==> src/rtl/fft_pkg.sv <==
// Shared width helpers and fixed-point primitives for the radix-2 butterfly datapath.
package fft_pkg;

   // Widest supported data width: products at 2W+2 bits must fit the 64-bit helpers.
   localparam int unsigned MAX_W = 31;

   typedef struct packed {
      logic signed [63:0] val;
      logic               clip;
   } sat_t;

   function automatic int unsigned w_tw(input int unsigned w);
      return w + 1;
   endfunction

   function automatic int unsigned w_prod(input int unsigned w);
      return 2 * w + 2;
   endfunction

   function automatic int unsigned w_rnd(input int unsigned w);
      return w + 3;
   endfunction

   function automatic int unsigned w_sum(input int unsigned w);
      return w + 4;
   endfunction

   // Round-half-up arithmetic right shift; sh must be at least 1.
   function automatic logic signed [63:0] rnd_shr(input logic signed [63:0] v,
                                                  input int unsigned sh);
      logic signed [63:0] half;
      half = 64'sd1 <<< (sh - 1);
      return (v + half) >>> sh;
   endfunction

   function automatic sat_t sat(input logic signed [63:0] v, input int unsigned w);
      logic signed [63:0] hi;
      logic signed [63:0] lo;
      sat_t               r;
      hi     = (64'sd1 <<< (w - 1)) - 64'sd1;
      lo     = -(64'sd1 <<< (w - 1));
      r.val  = v;
      r.clip = 1'b0;
      if (v > hi) begin
         r.val  = hi;
         r.clip = 1'b1;
      end else if (v < lo) begin
         r.val  = lo;
         r.clip = 1'b1;
      end
      return r;
   endfunction

endpackage

==> src/rtl/bfly_r2_pipe_if.sv <==
// Operand/result stream between the FFT memory read ports, the butterfly and write-back.
interface bfly_r2_pipe_if #(
   parameter int unsigned W = 8
);
   logic                in_valid;
   logic                in_ready;
   logic signed [W-1:0] xr0, xi0, xr1, xi1;
   logic signed [W-1:0] wr, wi;
   logic                scale;
   logic                conj_w;
   logic                out_valid;
   logic                out_ready;
   logic signed [W-1:0] yr0, yi0, yr1, yi1;
   logic                ovf;
   logic                ovf_clr;

   modport master (
      output in_valid, xr0, xi0, xr1, xi1, wr, wi, scale, conj_w, out_ready, ovf_clr,
      input  in_ready, out_valid, yr0, yi0, yr1, yi1, ovf
   );

   modport slave (
      input  in_valid, xr0, xi0, xr1, xi1, wr, wi, scale, conj_w, out_ready, ovf_clr,
      output in_ready, out_valid, yr0, yi0, yr1, yi1, ovf
   );
endinterface

==> src/rtl/cmul_pipe.sv <==
// First butterfly stage: registered complex product x1*w, optionally with conj(w).
module cmul_pipe
   import fft_pkg::*;
#(
   parameter int unsigned W = 8
) (
   input  logic                        clk,
   input  logic                        rst,
   input  logic                        adv,
   input  logic                        conj_w,
   input  logic signed [W-1:0]         xr,
   input  logic signed [W-1:0]         xi,
   input  logic signed [W-1:0]         wr,
   input  logic signed [W-1:0]         wi,
   output logic signed [w_prod(W)-1:0] pr_q,
   output logic signed [w_prod(W)-1:0] pi_q
);
   localparam int unsigned WT = w_tw(W);
   localparam int unsigned WP = w_prod(W);

   logic signed [WT-1:0] wi_cj;
   logic signed [WP-1:0] pr_d;
   logic signed [WP-1:0] pi_d;

   // One extra bit keeps -(-2^(W-1)) exact when conjugating.
   always_comb begin
      wi_cj = WT'(wi);
      if (conj_w) wi_cj = -WT'(wi);
      pr_d = pr_q;
      pi_d = pi_q;
      if (adv) begin
         pr_d = WP'(xr) * WP'(wr) - WP'(xi) * WP'(wi_cj);
         pi_d = WP'(xr) * WP'(wi_cj) + WP'(xi) * WP'(wr);
      end
   end

   always_ff @(posedge clk) begin
      if (rst) begin
         pr_q <= '0;
         pi_q <= '0;
      end else begin
         pr_q <= pr_d;
         pi_q <= pi_d;
      end
   end

endmodule

==> src/rtl/bfly_r2_pipe.sv <==
// Three-stage radix-2 DIT butterfly with valid/ready flow control, rounding,
// optional /2 scaling, output saturation and a sticky overflow flag.
module bfly_r2_pipe
   import fft_pkg::*;
#(
   parameter int unsigned W   = 8,
   parameter int unsigned LAT = 3
) (
   input logic           clk,
   input logic           rst,
   bfly_r2_pipe_if.slave bus
);
   localparam int unsigned WP = w_prod(W);
   localparam int unsigned WT = w_rnd(W);
   localparam int unsigned WS = w_sum(W);

   if (LAT != 3) begin : g_bad_lat
      $error("bfly_r2_pipe: only LAT=3 is supported");
   end
   if (W < 2 || W > MAX_W) begin : g_bad_w
      $error("bfly_r2_pipe: W out of supported range");
   end

   logic                 adv;
   logic signed [WP-1:0] pr_q, pi_q;
   logic                 v1_q, v1_d, v2_q, v2_d, v3_q, v3_d;
   logic                 sc1_q, sc1_d, sc2_q, sc2_d;
   logic signed [W-1:0]  x0_q [2];
   logic signed [W-1:0]  x0_d [2];
   logic signed [WS-1:0] s_q  [4];
   logic signed [WS-1:0] s_d  [4];
   logic signed [W-1:0]  y_q  [4];
   logic signed [W-1:0]  y_d  [4];
   logic                 ovf_q, ovf_d;
   logic signed [WT-1:0] t    [2];
   logic signed [WS-1:0] ss   [4];
   sat_t                 sr   [4];
   logic                 clip_any;

   // Global stall: every stage moves only when the output slot can be refilled.
   assign adv          = !v3_q || bus.out_ready;
   assign bus.in_ready = adv;
   assign bus.out_valid = v3_q;
   assign bus.ovf      = ovf_q;
   assign bus.yr0      = y_q[0];
   assign bus.yi0      = y_q[1];
   assign bus.yr1      = y_q[2];
   assign bus.yi1      = y_q[3];

   cmul_pipe #(.W(W)) u_cmul (
      .clk    (clk),
      .rst    (rst),
      .adv    (adv),
      .conj_w (bus.conj_w),
      .xr     (bus.xr1),
      .xi     (bus.xi1),
      .wr     (bus.wr),
      .wi     (bus.wi),
      .pr_q   (pr_q),
      .pi_q   (pi_q)
   );

   always_comb begin
      v1_d  = v1_q;
      v2_d  = v2_q;
      v3_d  = v3_q;
      sc1_d = sc1_q;
      sc2_d = sc2_q;
      for (int k = 0; k < 2; k++) x0_d[k] = x0_q[k];
      for (int k = 0; k < 4; k++) begin
         s_d[k] = s_q[k];
         y_d[k] = y_q[k];
      end

      // Drop the Q1.(W-1) fraction of the product with round-half-up.
      t[0] = WT'(rnd_shr(64'(pr_q), W - 1));
      t[1] = WT'(rnd_shr(64'(pi_q), W - 1));

      clip_any = 1'b0;
      for (int k = 0; k < 4; k++) begin
         ss[k]    = sc2_q ? WS'(rnd_shr(64'(s_q[k]), 1)) : s_q[k];
         sr[k]    = sat(64'(ss[k]), W);
         clip_any = clip_any | sr[k].clip;
      end

      if (adv) begin
         v1_d    = bus.in_valid;
         x0_d[0] = bus.xr0;
         x0_d[1] = bus.xi0;
         sc1_d   = bus.scale;

         v2_d   = v1_q;
         sc2_d  = sc1_q;
         s_d[0] = WS'(x0_q[0]) + WS'(t[0]);
         s_d[1] = WS'(x0_q[1]) + WS'(t[1]);
         s_d[2] = WS'(x0_q[0]) - WS'(t[0]);
         s_d[3] = WS'(x0_q[1]) - WS'(t[1]);

         v3_d = v2_q;
         for (int k = 0; k < 4; k++) y_d[k] = W'(sr[k].val);
      end

      // A clip is recorded only when its result enters the output register.
      ovf_d = (ovf_q && !bus.ovf_clr) || (adv && v2_q && clip_any);
   end

   always_ff @(posedge clk) begin
      if (rst) begin
         v1_q  <= 1'b0;
         v2_q  <= 1'b0;
         v3_q  <= 1'b0;
         sc1_q <= 1'b0;
         sc2_q <= 1'b0;
         ovf_q <= 1'b0;
         for (int k = 0; k < 2; k++) x0_q[k] <= '0;
         for (int k = 0; k < 4; k++) begin
            s_q[k] <= '0;
            y_q[k] <= '0;
         end
      end else begin
         v1_q  <= v1_d;
         v2_q  <= v2_d;
         v3_q  <= v3_d;
         sc1_q <= sc1_d;
         sc2_q <= sc2_d;
         ovf_q <= ovf_d;
         for (int k = 0; k < 2; k++) x0_q[k] <= x0_d[k];
         for (int k = 0; k < 4; k++) begin
            s_q[k] <= s_d[k];
            y_q[k] <= y_d[k];
         end
      end
   end

endmodule
==> src/flat_wrapper.sv <==
// flat-port wrapper written by rule: the top's interface ports become plain ports
module bfly_r2_pipe_flat import fft_pkg::*;
#(
   parameter int unsigned W   = 8,
   parameter int unsigned LAT = 3
)
  (clk, rst, bus_in_valid, bus_xr0, bus_xi0, bus_xr1, bus_xi1, bus_wr, bus_wi, bus_scale, bus_conj_w, bus_out_ready, bus_ovf_clr, bus_in_ready, bus_out_valid, bus_yr0, bus_yi0, bus_yr1, bus_yi1, bus_ovf);
  bfly_r2_pipe_if #(.W(W)) bus_i ();
  input logic clk;
  input logic rst;
  input wire logic [$bits(bus_i.in_valid)-1:0] bus_in_valid;
  input wire logic [$bits(bus_i.xr0)-1:0] bus_xr0;
  input wire logic [$bits(bus_i.xi0)-1:0] bus_xi0;
  input wire logic [$bits(bus_i.xr1)-1:0] bus_xr1;
  input wire logic [$bits(bus_i.xi1)-1:0] bus_xi1;
  input wire logic [$bits(bus_i.wr)-1:0] bus_wr;
  input wire logic [$bits(bus_i.wi)-1:0] bus_wi;
  input wire logic [$bits(bus_i.scale)-1:0] bus_scale;
  input wire logic [$bits(bus_i.conj_w)-1:0] bus_conj_w;
  input wire logic [$bits(bus_i.out_ready)-1:0] bus_out_ready;
  input wire logic [$bits(bus_i.ovf_clr)-1:0] bus_ovf_clr;
  output wire logic [$bits(bus_i.in_ready)-1:0] bus_in_ready;
  output wire logic [$bits(bus_i.out_valid)-1:0] bus_out_valid;
  output wire logic [$bits(bus_i.yr0)-1:0] bus_yr0;
  output wire logic [$bits(bus_i.yi0)-1:0] bus_yi0;
  output wire logic [$bits(bus_i.yr1)-1:0] bus_yr1;
  output wire logic [$bits(bus_i.yi1)-1:0] bus_yi1;
  output wire logic [$bits(bus_i.ovf)-1:0] bus_ovf;
  assign bus_i.in_valid = bus_in_valid;
  assign bus_i.xr0 = bus_xr0;
  assign bus_i.xi0 = bus_xi0;
  assign bus_i.xr1 = bus_xr1;
  assign bus_i.xi1 = bus_xi1;
  assign bus_i.wr = bus_wr;
  assign bus_i.wi = bus_wi;
  assign bus_i.scale = bus_scale;
  assign bus_i.conj_w = bus_conj_w;
  assign bus_i.out_ready = bus_out_ready;
  assign bus_i.ovf_clr = bus_ovf_clr;
  assign bus_in_ready = bus_i.in_ready;
  assign bus_out_valid = bus_i.out_valid;
  assign bus_yr0 = bus_i.yr0;
  assign bus_yi0 = bus_i.yi0;
  assign bus_yr1 = bus_i.yr1;
  assign bus_yi1 = bus_i.yi1;
  assign bus_ovf = bus_i.ovf;
  bfly_r2_pipe #(.W(W), .LAT(LAT)) u_core (.clk(clk), .rst(rst), .bus(bus_i));
endmodule
==> config.mk <==
export PLATFORM = sky130hd
export DESIGN_NAME = bfly_r2_pipe_flat
export DESIGN_NICKNAME = d
export VERILOG_FILES = /design/src/rtl/fft_pkg.sv /design/src/rtl/bfly_r2_pipe_if.sv /design/src/rtl/cmul_pipe.sv /design/src/rtl/bfly_r2_pipe.sv /design/src/flat_wrapper.sv
export SDC_FILE = /design/constraint.sdc
export NUM_CORES = 1
export LEC_CHECK = 0
export ABC_CLOCK_PERIOD_IN_PS = 13150
export CORE_UTILIZATION = 47
export DETAILED_ROUTE_END_ITERATION = 10
export PLACE_DENSITY_LB_ADDON = 0.12
export SLEW_MARGIN = 20
export SYNTH_ARGS = -nofsm -noshare
export SYNTH_HDL_FRONTEND = slang
export SYNTH_HIERARCHICAL = 1
export SYNTH_SLANG_ARGS = --single-unit
==> constraint.sdc <==
create_clock -name clk -period 13.15 [get_ports clk]
set_input_delay 2.63 -clock clk [delete_from_list [all_inputs] [get_ports clk]]
set_output_delay 2.63 -clock clk [all_outputs]
set_load 0.01 [all_outputs]
### Yosys cells after proc, flatten, opt, wreduce, memory -nomap -nowiden

Memory sizes are Yosys's and may differ from the RTL's.
Index checks and enable logic that the tools add are counted.

| cells by class | value |
|---|---|
| add/subtract/negate cells | 13 |
| $mul | 4 |
| magnitude comparators | 8 |
| mux-type cells | 29 |
| bitwise operators | 13 |
| reduce and logical (&&, ||, !) cells | 7 |

Operators with widths:

| kind | count |
|---|---|
| 12-bit two-way mux | 8 |
| 9-bit two-way mux | 9 |
| 12-bit by 2-bit adder with 13-bit output, second input constant | 4 |
| 12-bit by 8-bit > comparator with 1-bit output, second input constant | 4 |
| 12-bit by 8-bit < comparator with 1-bit output, second input constant | 4 |
| 48-bit two-way mux | 1 |
| 8-bit two-way mux | 6 |
| 18-bit by 8-bit adder with 18-bit output, second input constant | 2 |
| 8-bit by 9-bit multiplier with 17-bit output | 2 |
| 8-bit by 8-bit multiplier with 16-bit output | 2 |
| 32-bit two-way mux | 1 |
| 8-bit by 11-bit adder with 12-bit output | 2 |
| 8-bit by 11-bit subtractor with 12-bit output | 2 |
| 17-bit by 16-bit adder with 18-bit output | 1 |
| 16-bit by 17-bit subtractor with 18-bit output | 1 |
| 16-bit two-way mux | 1 |
| 1-bit OR | 13 |
| 8-bit negation with 9-bit output | 1 |
| 1-bit logical AND | 3 |
| 1-bit two-way mux | 3 |
| 1-bit zero test | 2 |
| 1-bit logical OR | 2 |

| word-level totals | value |
|---|---|
| flip-flop bits (word level) | 42 |
| bits in writable memories | 96 |
| input port bits | 55 |
| logic and storage cells | 85 |
| memories kept | 3 |

Memory list:

| memory | words | bits a word | read ports | clocked after memory_dff | write ports | line | source |
|---|---|---|---|---|---|---|---|
| u_core.s_q | 4 | 12 | 4 | 0 | 4 | bfly_r2_pipe.sv:30 | `logic signed [WS-1:0] s_q [4];` |
| u_core.y_q | 4 | 8 | 4 | 0 | 4 | bfly_r2_pipe.sv:32 | `logic signed [W-1:0] y_q [4];` |
| u_core.x0_q | 2 | 8 | 2 | 0 | 2 | bfly_r2_pipe.sv:28 | `logic signed [W-1:0] x0_q [2];` |

### Depth between registers and ports, before layout

Gate-level depths: netlist (run 1).
An unclocked memory read counts as a cell.

| logic depth | value |
|---|---|
| depth after elaboration | 11 |
| depth in mapped cells | 27 |
| depth with buffers taken out | 26 |

### Modules after synthesis

The synthesis (run 1) kept the hierarchy.

Modules (own cells, without submodules):

| module | instances | cells each | area each (µm²) | sequential area each (µm²) |
|---|---|---|---|---|
| cmul_pipe | 1 | 1413 | 13113.8 | 720.7 |
| bfly_r2_pipe | 1 | 978 | 7427.1 | 2001.9 |

### Least setup slack after synthesis (run 1)

OpenSTA, ideal clock, no wires.

| path | value |
|---|---|
| kind | input port to flip-flop |
| start | input port bus_wi[2] |
| end | register u_core.u_cmul.pi_q[14] |
| library setup time | 127 ps |
| arrival time | 8659 ps |
| slack | 4364 ps |
| stages on the path | 23 |
| buffers on the path | 2 |
| cells stage by stage | buf_2 nor3_1 nand3_1 o31ai_1 xnor2_1 clkbuf_1 nand2_1 fa_1 fa_1 inv_1 fa_1 inv_1 fa_1 fa_1 fa_1 inv_1 ha_1 o21a_1 o21ai_0 o31ai_2 o41a_1 nor4bb_1 or3_1 |

| between the ends | value |
|---|---|
| word-level cells in the longest chain between the ends | 4 |

RTL lines:

| element | line | source |
|---|---|---|
| start: declaration | flat_wrapper.sv:17 | `input wire logic [$bits(bus_i.wi)-1:0] bus_wi;` |
| 8-bit negation with 9-bit output | cmul_pipe.sv:28 | `if (conj_w) wi_cj = -WT'(wi);` |
| 9-bit two-way mux * | cmul_pipe.sv:28 |  |
| 8-bit by 9-bit multiplier with 17-bit output * | cmul_pipe.sv:33 | `pi_d = WP'(xr) * WP'(wi_cj) + WP'(xi) * WP'(wr);` |
| 17-bit by 16-bit adder with 18-bit output * | cmul_pipe.sv:33 |  |
| end signal: assignment | cmul_pipe.sv:43 | `pi_q <= pi_d;` |
| end: declaration | cmul_pipe.sv:16 | `output logic signed [w_prod(W)-1:0] pi_q` |

Mark *: on every way between the ends. The rest lies on a longest branch, timed or not.
A chain may end at the register's enable or synchronous reset.

### Worst setup path in the final report (run 1)

| path | value |
|---|---|
| start | input port bus_wi[0] |
| end | register u_core.u_cmul.pi_q[14] |

Same word-level chain as after synthesis.

==> results of run 1 <==
## cell type report
cell class | count | area, sq um | share of cell area
clock inverter | 14 | 208 | 0.00950
clock buffer | 18 | 429 | 0.0196
inverter | 431 | 1620 | 0.0741
timing repair buffer | 102 | 986 | 0.0451
sequential | 124 | 2480 | 0.114
multi-input combinational | 1677 | 15500 | 0.707
tap | 539 | 674 | 0.0308
## state kept, by name (all words and copies together), names as in the netlist
register              flops
u_core/bus.ovf            1
u_core/u_cmul/pr_q       12
u_core/v2_q               1
u_core/sc2_q              1
u_core/sc1_q              1
u_core/s_q               46
u_core/u_cmul/pi_q       12
u_core/v1_q               1
u_core/y_q               32
u_core/x0_q              16
u_core/bus.out_valid      1
## critical path, stage by stage
cell and delay, ns:
clkdlybuf4s50_1 0.86, inv_1 0.17, ha_1 0.30, nand2b_1 0.20
xnor2_1 0.87, and2_1 0.27, fa_1 0.42, inv_1 0.07
fa_1 0.44, fa_1 0.51, fa_1 0.55, inv_1 0.06
fa_1 0.48, inv_1 0.05, fa_1 0.48, inv_1 0.04
ha_1 0.32, o21a_1 0.19, o21ai_0 0.33, o31ai_2 0.13
o41a_1 0.33, nor4bb_1 0.15, or3_1 0.40
## final timing paths
kind	startpoint	to	slack, ns
worst min-delay path	u_core/bus.ovf	u_core/bus.ovf	0.45
worst max register to register	u_core/u_cmul/pi_q[6]	u_core/s_q[1][7]	9.75
worst min register to register	u_core/bus.ovf	u_core/bus.ovf	0.45
worst max-delay path	bus_wi[0]	u_core/u_cmul/pi_q[14]	3.19
## metrics by stage
step	worst slack [ns]	utilization	std cells	area, sq um	hold slack (ns)
after floorplan	4.36	-	2347	20100	0.432
after global placement	2.82	0.505	2873	21200	0.434
after detailed placement	2.71	0.505	2873	21200	0.438
after CTS	3.16	0.520	2905	21900	0.447
after global routing	2.73	0.520	2905	21900	0.475
final	3.19	0.520	2905	21900	0.447
## cells in the final DEF, fill, tap and decap left out, drive strengths merged, types with 10 or more instances in the layout
| master | n |
|---|---|
| nand2 | 227 |
| nand3 | 33 |
| and2 | 147 |
| nand2b | 38 |
| nor3 | 29 |
| xor2 | 22 |
| o22ai | 10 |
| fa | 304 |
| a21o | 20 |
| o21ai | 76 |
| ha | 166 |
| xnor2 | 87 |
| clkdlybuf4s50 | 88 |
| nor2 | 108 |
| and4 | 16 |
| a21oi | 122 |
| buf | 14 |
| o21a | 14 |
| dfxtp | 124 |
| or3 | 11 |
| clkbuf | 18 |
| a211oi | 28 |
| inv | 435 |
| nand4 | 17 |
| a311oi | 13 |
| and3 | 14 |
| nor2b | 25 |
| mux2i | 20 |
| a31oi | 17 |
## per-layer routing
metal / global-route usage / vias to the layer above
li1: - / 7492
met1: 0.298 / 7592
met2: 0.430 / 222
met3: 0.0155 / 67
met4: 0.0753 / 0
met5: 0 / -
==> out/qor.yml, run 1 <==
route:
  top_layer_used: "met4"
  dr_wl_met2_mm: 25.0
  first_pass_iters: 5
  drc: 0
  routed_wirelength_mm: 49.4
  antenna_left: 0
  drt_iter0_drc: 747
  wl_per_cell_microns: 17.0
  vias: 15400
  via_per_inst: 5.29
  met3_length_microns: 945
  wl_met1_mm: 22.1
timing:
  fin_skew_ns: 0.0158
  setup_tns_ns: 0
  slew_headroom: 0.268
  fin_crit_sh: 0.757
  rsz0062_at_grt: "false"
  hold_viol_final: 0
  finalSetupViolations: 0
  worst_pin_slew_ns: 1.09
  post-route-min-period_ns: 9.96
  clock.fmax_mhz: 100
  maxSlewViolCount: 0
floorplanning:
  rows: 75
  initial_core_util: 0.478
  die_w_microns: 209
  boundaryPins: 90
  core-area_sq_um: 42000
  die_h_microns: 209
  dieArea_sq_um: 43600
finish:
  final_layout_size_suffix_gt1_frac: 0.0380
  n_fill_cell: 4008
  nets: 2878
  n_antenna_cell: 0
  area_delta_synth_final_pct: 8.86
setup_path:
  endpoint_kind: "register"
  crit_fanout: 17
  cp.arrival_ns: 10.26
  critical_path_class: "input port to register"
  cp.required_ns: 13.45
  critPathLaunchType: "input port"
  reg2reg_depth: 10
placed_design:
  io_buffers: 89
  place.gp.congestion: 0.849
  dp_hpwl_mm: 39.0
global_routing:
  grt_usage: 0.236
  grt_antenna_before_repair: 0
  first_global_vias: 16500
  grt_max_degree: 101
  grt_pass1_wl_mm: 82.7
  grt.overflow.total: 0
flow_run:
  maxCapViolCount: 0
yosys:
  syn_area_per_cell_sq_um: 8.56
  syn_area_sq_um: 20100
  synthCells: 2347
  yosysWarnings: 6
  syn_nets: 2872
clocking:
  clk_pin_slew_ns: 0.06
  cts-resized-gates: 0
  cts_root_buffer: "clkbuf_16"
  clkLatencyLatePin_ns: 0.43
  cts_tree: "yes"
  postCtsSetupBuffers: 0
  cts_max_path_buffers: 2
  cts_sinks: 124
  postCtsHoldBufs: 0
  ctsHtreeMaxLevel: 4
  cts_made_buffers: 17
hold_path:
  worst_hold_path_type: "register to register"
  hold_path_depth: 2
status:
  status: "finished, final reports clean"
Power of run 1 is left out: the tool's default activity adds up to more than one toggle a clock period on the data nets, which glitch-free logic cannot reach.
==> run 2, diff against run 1 <==
--- a/config.mk
+++ b/config.mk
@@ -5,7 +5,7 @@
 export SDC_FILE = /design/constraint.sdc
 export NUM_CORES = 1
 export LEC_CHECK = 0
-export ABC_CLOCK_PERIOD_IN_PS = 13150
+export ABC_CLOCK_PERIOD_IN_PS = 9100
 export CORE_UTILIZATION = 47
 export DETAILED_ROUTE_END_ITERATION = 10
 export PLACE_DENSITY_LB_ADDON = 0.12
==> constraint.sdc (replaced) <==
create_clock -name clk -period 9.1 [get_ports clk]
set_input_delay 1.82 -clock clk [delete_from_list [all_inputs] [get_ports clk]]
set_output_delay 1.82 -clock clk [all_outputs]
set_load 0.01 [all_outputs]
==> run 2 against run 1 <==
Sequential cell count unchanged; largest cell class unchanged; global-route usage increased by 0.27 points; die area unchanged; non-clock buffer count increased by 24; highest routed layer unchanged; sequential share of layout area decreased by 0.064 points; cell count increased by 0.79%; critical path type unchanged.
==> out/qor.yml, run 2 (same netlist as run 1, synthesis figures left out) <==
timing:
  clock.fmax_mhz: 117
  slew_headroom: 0.325
  rsz0062_at_grt: "false"
  finalSetupViolations: 0
  setup_tns_ns: 0
  maxSlewViolCount: 0
  hold_viol_final: 0
  post-route-min-period_ns: 8.53
  fin_crit_sh: 0.937
  fin_skew_ns: 0.0126
  worst_pin_slew_ns: 1.00
floorplanning:
  initial_core_util: 0.478
  die_w_microns: 209
  core-area_sq_um: 42000
  boundaryPins: 90
  die_h_microns: 209
  dieArea_sq_um: 43600
  rows: 75
setup_path:
  critical_path_class: "input port to register"
  reg2reg_depth: 10
  cpMostUsedCell: "inv_1"
  slowest_delay_ns: 0.57
  worst_path_max_delay_cell: "fa_1"
  cp.arrival_ns: 8.78
  crit_fanout: 13
  endpoint_kind: "register"
  critPathLaunchType: "input port"
  cp.required_ns: 9.35
route:
  wl_per_cell_microns: 17.2
  drc: 0
  routed_wirelength_mm: 50.4
  first_pass_iters: 5
  via_per_inst: 5.34
  vias: 15600
  antenna_left: 0
  drt_iter0_drc: 780
hold_path:
  worst_hold_path_type: "register to register"
  hold_path_depth: 2
clocking:
  clk_pin_slew_ns: 0.06
  clkLatencyLatePin_ns: 0.42
  postCtsHoldBufs: 0
  cts_tree: "yes"
  ctsHtreeMaxLevel: 4
  cts_sinks: 124
  postCtsSetupBuffers: 0
  cts-resized-gates: 0
  cts_root_buffer: "clkbuf_16"
  cts_max_path_buffers: 2
  cts_made_buffers: 17
finish:
  n_antenna_cell: 0
  area_delta_synth_final_pct: 9.48
  largest_reg_flops: 46
  largestRegisters: "u_core/s_q (46), u_core/y_q (32), u_core/x0_q (16)"
  final_common_cell: "inv_1"
  largest_register: "u_core/s_q"
  most-common-layout-cells: "inv_1, fa_1, nand2_1"
  seq_area_sq_um: 2480
  nets: 2902
  final_layout_size_suffix_gt1_frac: 0.0469
  n_fill_cell: 3926
  multiInputGateArea_sq_um: 15500
global_routing:
  grt.overflow.total: 0
  grt_pass1_wl_mm: 83.1
  grt_max_degree: 101
  grt_antenna_before_repair: 0
  grt_usage: 0.239
  first_global_vias: 16200
placed_design:
  io_buffers: 89
  dp_hpwl_mm: 40.7
  place.gp.congestion: 0.879
status:
  status: "finished, final reports clean"
flow_run:
  maxCapViolCount: 0
run 2: changes by cell type in the layout (fill, tap and decap cells not counted), sizes merged:
cell    delta
buf       +24
bufinv     -1
clkbuf     +1
clkinv     +5
inv        -6
run 2: per-stage QoR:
stage | cells | hold WS, ns | instance area, sq um | worst slack, ns | util
CTS | 2928 | 0.445 | 22000 | 0.555 | 0.523
floorplan | 2347 | 0.432 | 20100 | 1.12 | -
global route | 2928 | 0.469 | 22000 | 0.205 | 0.523
finish | 2928 | 0.442 | 22000 | 0.570 | 0.523
detailed placement | 2897 | 0.438 | 21400 | 0.123 | 0.509
global placement | 2897 | 0.434 | 21400 | 0.245 | 0.509
run 2: worst paths after layout:
kind / from / to / slack (ns)
worst min register to register: u_core/bus.ovf / u_core/bus.ovf / 0.44
worst max register to register: u_core/u_cmul/pi_q[7] / u_core/s_q[1][7] / 5.66
worst min-delay path: u_core/bus.ovf / u_core/bus.ovf / 0.44
worst max-delay path: bus_wi[2] / u_core/u_cmul/pi_q[16] / 0.57
run 2: cell type report:
class / instances / area share
clock buffers: 19 / 0.0197
clock inverters: 12 / 0.00671
inverters: 431 / 0.0737
multi-input cells: 1677 / 0.703
flip-flops and latches: 124 / 0.113
well taps: 539 / 0.0307
repair buffers: 126 / 0.0530
run 2: worst max-delay path: cells and delay by family:
family          cells  cell delay (ns)
simple gates        4             1.20
fa+ha+maj           7             3.48
buf+inv             9             1.12
compound gates      5             1.17
run 2: routing by layer:
metal	part of all wire	global-route usage
met5	0	0
met4	0.027	0.0801
met3	0.030	0.0255
met2	0.50	0.432
met1	0.44	0.295
Power of run 2 is left out for the same reason.
==> RTL edit 1, RTL diff (config.mk and constraints of run 2) <==
`pr_q` no longer has a reset.
--- a/src/rtl/cmul_pipe.sv
+++ b/src/rtl/cmul_pipe.sv
@@ -36,13 +36,15 @@
 
    always_ff @(posedge clk) begin
       if (rst) begin
-         pr_q <= '0;
          pi_q <= '0;
       end else begin
-         pr_q <= pr_d;
          pi_q <= pi_d;
       end
    end
 
+   always_ff @(posedge clk) begin
+      pr_q <= pr_d;
+   end
+
 endmodule
 
Behaviour: not the same (a bounded check fails within 4 cycles, from zero or initial values and one cycle with rst high).
==> RTL edit 1 against run 2 <==
  * Wire length decreased by 8.2%
  * Final area is 0.48% lower
  * Sequential cell count is the same
  * Area after synthesis decreased by 0.55%
  * Worst setup slack gained 0.37 ns
Power is not shown: default switching activity piles up to over one toggle a cycle in this logic, so the estimate is an artifact.
==> RTL edit 1: results (changes against run 2) <==
* Root buffer cell: sky130_fd_sc_hd__clkbuf_16
* CTS buffer count at 17 (unchanged)
* Count of synthesis-stage warnings from yosys at 6 (unchanged)
* Crit-path slowest cell: sky130_fd_sc_hd__fa_1
* Post-CTS repair timing setup buffer count at 0 (unchanged)
* Final HPWL from detailed placement at 35,870 um (-12%)
* Maximum number of pins on one net before global-route repair at 99 (-2.0%)
* Via count of the first global-routing pass at 15,850 (-2.3%)
* Portion of the clock cycle consumed by the worst path in the final layout at 0.8969 (-0.04037)
* Via density per instance at 5.320 (-0.46%)
* Top flop regs: u_core/s_q (46), u_core/y_q (32), u_core/x0_q (16)
* Placer's final routability congestion estimate at 0.8357 (-4.9%)
* Antenna cells at 0 (unchanged)
* Max_slew headroom at 0.3620 (+0.03677)
* Setup slack on the worst flop-to-flop path at 6.01 ns (+0.35 ns)
* First-iteration detailed-routing DRC count at 816 (+4.6%)
* Count of H-tree levels built during CTS at 4 (unchanged)
* Quantity of I/O buffers inserted on ports at 89 (unchanged)
* Maximum net fanout on the critical path at 14 (+1)
* CP Capture Point: u_core/u_cmul/pr_q[16]
* Delay of the slowest cell on the worst path at 0.57 ns (about the same)
* First-pass detailed-route iteration total at 5 (unchanged)
* Startpoint of the worst setup timing path: bus_wi[0]
* Global routing usage summed across all routing layers at 0.2242 (-0.01470)
* Post-place setup slack at 0.4449 ns (+0.3222 ns)
* Outcome: completed
* Fillers at 4,023 (+2.5%)
* Global-route wire length before repair at 78,760 um (-5.3%)
* WL per Instance at 15.88 um (-7.8%)
* Syn_nets at 2,870 (-0.070%)
* Initial antenna violation count at 0 (unchanged)
* Beginning of the worst register-to-register path: u_core/u_cmul/pr_q[6]
* Worst-case clock buffer depth at 2 (unchanged)
* Share of final-layout standard cells stronger than drive strength 1 at 0.03495 (-0.01193)
* Capture point of the worst reg-to-reg path: u_core/s_q[0][8]
* Clock transition at the registers of the reported paths at 0.06 ns (about the same)
* Top cell family by delay on the critical path: adder cells
* Arrival time at the worst endpoint at 8.34 ns (-0.44 ns)
* Worst-Skew Late Latency at 0.44 ns (+0.02 ns)
* Maximum clock skew at final layout at 0.009347 ns (-0.003238 ns)
[RTL edit 1: routing by layer]
metal,up-vias,share of wire,track usage
met2,313,0.49,0.3867
met1,7620,0.46,0.3013
met3,55,0.035,0.02264
li1,7515,-,-
met5,-,0,0
met4,0,0.018,0.05696
[RTL edit 1: how the worst min path moves through the flow]
stage	start	to	slack, ns	depth (start not counted)
finish	u_core/sc1_q	u_core/sc2_q	0.46	2
global route	u_core/v1_q	u_core/v1_q	0.47	2
CTS	u_core/sc1_q	u_core/sc2_q	0.46	2
detailed placement	u_core/sc1_q	u_core/sc2_q	0.44	2
global placement	u_core/sc1_q	u_core/sc2_q	0.44	2
floorplan	u_core/sc1_q	u_core/sc1_q	0.43	2
[RTL edit 1: through the flow]
step	hold slack, ns	area, um2	std cells
5_1_grt	0.4705	21880	2914
3_3_place_gp	0.4416	21270	2882
3_5_place_dp	0.4427	21270	2882
2_1_floorplan	0.4321	19970	2345
6_report	0.4573	21880	2914
4_1_cts	0.4550	21880	2914
[RTL edit 1: cell type report]
class,count,share of cell area
repair buffers,112,0.04848
clock buffers,17,0.01944
flip-flops and latches,124,0.1190
well taps,539,0.03082
clock inverters,15,0.008576
inverters,427,0.07336
multi-input cells,1680,0.7003
[RTL edit 1: worst register-to-register path, delay by kind of cell, from the launching register on]
family | cells | cell delay, ns
AO/OA/AOI/OAI | 5 | 1.01
AND/OR/NAND/NOR | 2 | 0.58
flip-flops | 1 | 0.42
adder cells (fa/ha/maj) | 3 | 1.04
==> RTL edit 2, RTL diff (settings of run 2) <==
Without the edit above. Make the reset (`rst`) asynchronous in 2 clocked blocks.
--- a/src/rtl/cmul_pipe.sv
+++ b/src/rtl/cmul_pipe.sv
@@ -34,7 +34,7 @@
       end
    end
 
-   always_ff @(posedge clk) begin
+   always_ff @(posedge clk or posedge rst) begin
       if (rst) begin
          pr_q <= '0;
          pi_q <= '0;
--- a/src/rtl/bfly_r2_pipe.sv
+++ b/src/rtl/bfly_r2_pipe.sv
@@ -104,7 +104,7 @@
       ovf_d = (ovf_q && !bus.ovf_clr) || (adv && v2_q && clip_any);
    end
 
-   always_ff @(posedge clk) begin
+   always_ff @(posedge clk or posedge rst) begin
       if (rst) begin
          v1_q  <= 1'b0;
          v2_q  <= 1'b0;
Check against the original RTL: not equivalent (Yosys sat finds a counterexample within 4 cycles, from zero or initial values and one cycle with rst high; the reset may be asserted at any time).
==> RTL edit 2 against run 2 <==
  * Maximum frequency rose by 1.2%
  * Wire length is 6.3% lower
  * Cell count down 1.3%
  * Final area increased by 1.2%
  * Critical path depth is 1 lower
  * Clock skew about the same
  * Count of clock-buffer cells in the layout is 1 lower
  * First-iteration DRC count shrank 2.4%
  * Worst setup slack better by 0.10 ns
  * Sequential cell count unchanged
  * Area after synthesis increased by 1.1%
  * Highest routed layer unchanged
Power is left out: the tool's default activity adds up to more than one toggle a clock period on the data nets, which glitch-free logic cannot reach.
==> RTL edit 2: results (changes against run 2) <==
* Outcome: completed
* WL per Instance at 16.35 um (-5.1%)
* Max_slew headroom at 0.3187 (-0.006499)
* Final HPWL from detailed placement at 37,320 um (-8.3%)
* CTS buffer count at 17 (unchanged)
* Initial antenna violation count at 0 (unchanged)
* GR Util met3 at 0.02514 (-0.0004101)
* Maximum net fanout on the critical path at 11 (-2)
* Capture point of the worst reg-to-reg path: u_core/s_q[47]
* Slew Viols, Final at 0 (unchanged)
* Clock transition at the registers of the reported paths at 0.06 ns (about the same)
* Hold/Removal Path Class: flip-flop to flip-flop
* Setup slack on the worst flop-to-flop path at 5.65 ns (about the same)
* Share of final-layout standard cells stronger than drive strength 1 at 0.05317 (+0.006287)
* Top flop regs: u_core/s_q (46), u_core/x0_q (16)
* Worst Reg-to-Reg Cells at 10 (unchanged)
* Crit Path Class: input pin to flip-flop
* Startpoint of the worst setup timing path: bus_wi[0]
* Maximum clock skew at final layout at 0.01219 ns (-0.0003979 ns)
* Number of nets in the final layout at 2,865 (-1.3%)
* Global-route wire length before repair at 80,640 um (-3.0%)
* Met2 track demand over resource in global routing at 0.4036 (-0.02882)
* Global routing usage summed across all routing layers at 0.2280 (-0.01093)
* Via count of the first global-routing pass at 16,030 (-1.3%)
* First-iteration detailed-routing DRC count at 761 (-2.4%)
* M1 GR Usage at 0.3000 (+0.004868)
* CP Capture Point: u_core/u_cmul/pr_q[15]
* Placer's final routability congestion estimate at 0.8456 (-3.8%)
* Quantity of I/O buffers inserted on ports at 89 (unchanged)
* Root buffer cell: sky130_fd_sc_hd__clkbuf_16
* Beginning of the worst register-to-register path: u_core/u_cmul/pr_q[6]
* Maximum number of pins on one net before global-route repair at 81 (-20%)
* Arrival time at the worst endpoint at 8.76 ns (-0.02 ns)
* First-pass detailed-route iteration total at 5 (unchanged)
* Worst-Skew Late Latency at 0.44 ns (+0.02 ns)
* Count of H-tree levels built during CTS at 4 (unchanged)
* Fillers at 4,056 (+3.3%)
* Count of synthesis-stage warnings from yosys at 6 (unchanged)
* Worst-case clock buffer depth at 2 (unchanged)
* Quantity of gates resized following cts at 0 (unchanged)
* Via density per instance at 5.366 (+0.40%)
* Syn_nets at 2,823 (-1.7%)
* Antenna cells at 0 (unchanged)
* Count of final hold-check violations at 0 (unchanged)
* Post-CTS repair timing setup buffer count at 0 (unchanged)
RTL edit 2: layout make-up:
type / instances / area, um2 / area share
multi-input combinational: 1638 / 15100 / 0.6785
inverter: 437 / 1645 / 0.07394
sequential: 124 / 3104 / 0.1395
tap: 539 / 674.4 / 0.03031
clock buffer: 18 / 429.2 / 0.01929
timing repair buffer: 122 / 1151 / 0.05173
clock inverter: 12 / 148.9 / 0.006691
RTL edit 2: how the worst min path moves through the flow:
stage,startpoint,end,slack (ns),depth (start not counted)
global route,u_core/sc1_q,u_core/sc2_q,0.50,2
floorplan,u_core/sc1_q,u_core/sc1_q,0.44,2
global placement,u_core/sc1_q,u_core/sc1_q,0.45,2
detailed placement,u_core/sc1_q,u_core/sc1_q,0.47,2
finish,u_core/sc1_q,u_core/sc1_q,0.48,2
CTS,u_core/sc1_q,u_core/sc1_q,0.48,2
RTL edit 2: per-stage QoR:
step / worst slack, ns / instances / cell area (um2)
2_1_floorplan: 0.8739 / 2298 / 20300
3_3_place_gp: 0.3347 / 2860 / 21670
3_5_place_dp: 0.2378 / 2860 / 21670
4_1_cts: 0.7073 / 2890 / 22250
5_1_grt: 0.2180 / 2890 / 22250
6_report: 0.6731 / 2890 / 22250
RTL edit 2: routing by layer:
metal	part of all wire	wire length, um
met5	0	0
met4	0.013	621
met3	0.037	1764
met2	0.50	23540
met1	0.45	21320
RTL edit 2: worst max-delay path, cell delays in order:
cell,delay [ns]
sky130_fd_sc_hd__clkdlybuf4s50_1,0.43
sky130_fd_sc_hd__inv_1,0.10
sky130_fd_sc_hd__ha_1,0.17
sky130_fd_sc_hd__or3b_4,0.39
sky130_fd_sc_hd__a211o_1,0.42
sky130_fd_sc_hd__and2_2,0.30
sky130_fd_sc_hd__nand2_1,0.12
sky130_fd_sc_hd__inv_1,0.12
sky130_fd_sc_hd__fa_1,0.60
sky130_fd_sc_hd__inv_1,0.13
sky130_fd_sc_hd__fa_1,0.47
sky130_fd_sc_hd__fa_1,0.57
sky130_fd_sc_hd__fa_1,0.43
sky130_fd_sc_hd__fa_1,0.49
sky130_fd_sc_hd__inv_1,0.05
sky130_fd_sc_hd__fa_1,0.47
sky130_fd_sc_hd__inv_1,0.04
sky130_fd_sc_hd__ha_1,0.35
sky130_fd_sc_hd__o21ai_0,0.10
sky130_fd_sc_hd__nor4b_1,0.16
sky130_fd_sc_hd__or2_2,0.30
sky130_fd_sc_hd__o31ai_1,0.38
sky130_fd_sc_hd__nor3_1,0.09
sky130_fd_sc_hd__o31ai_1,0.25
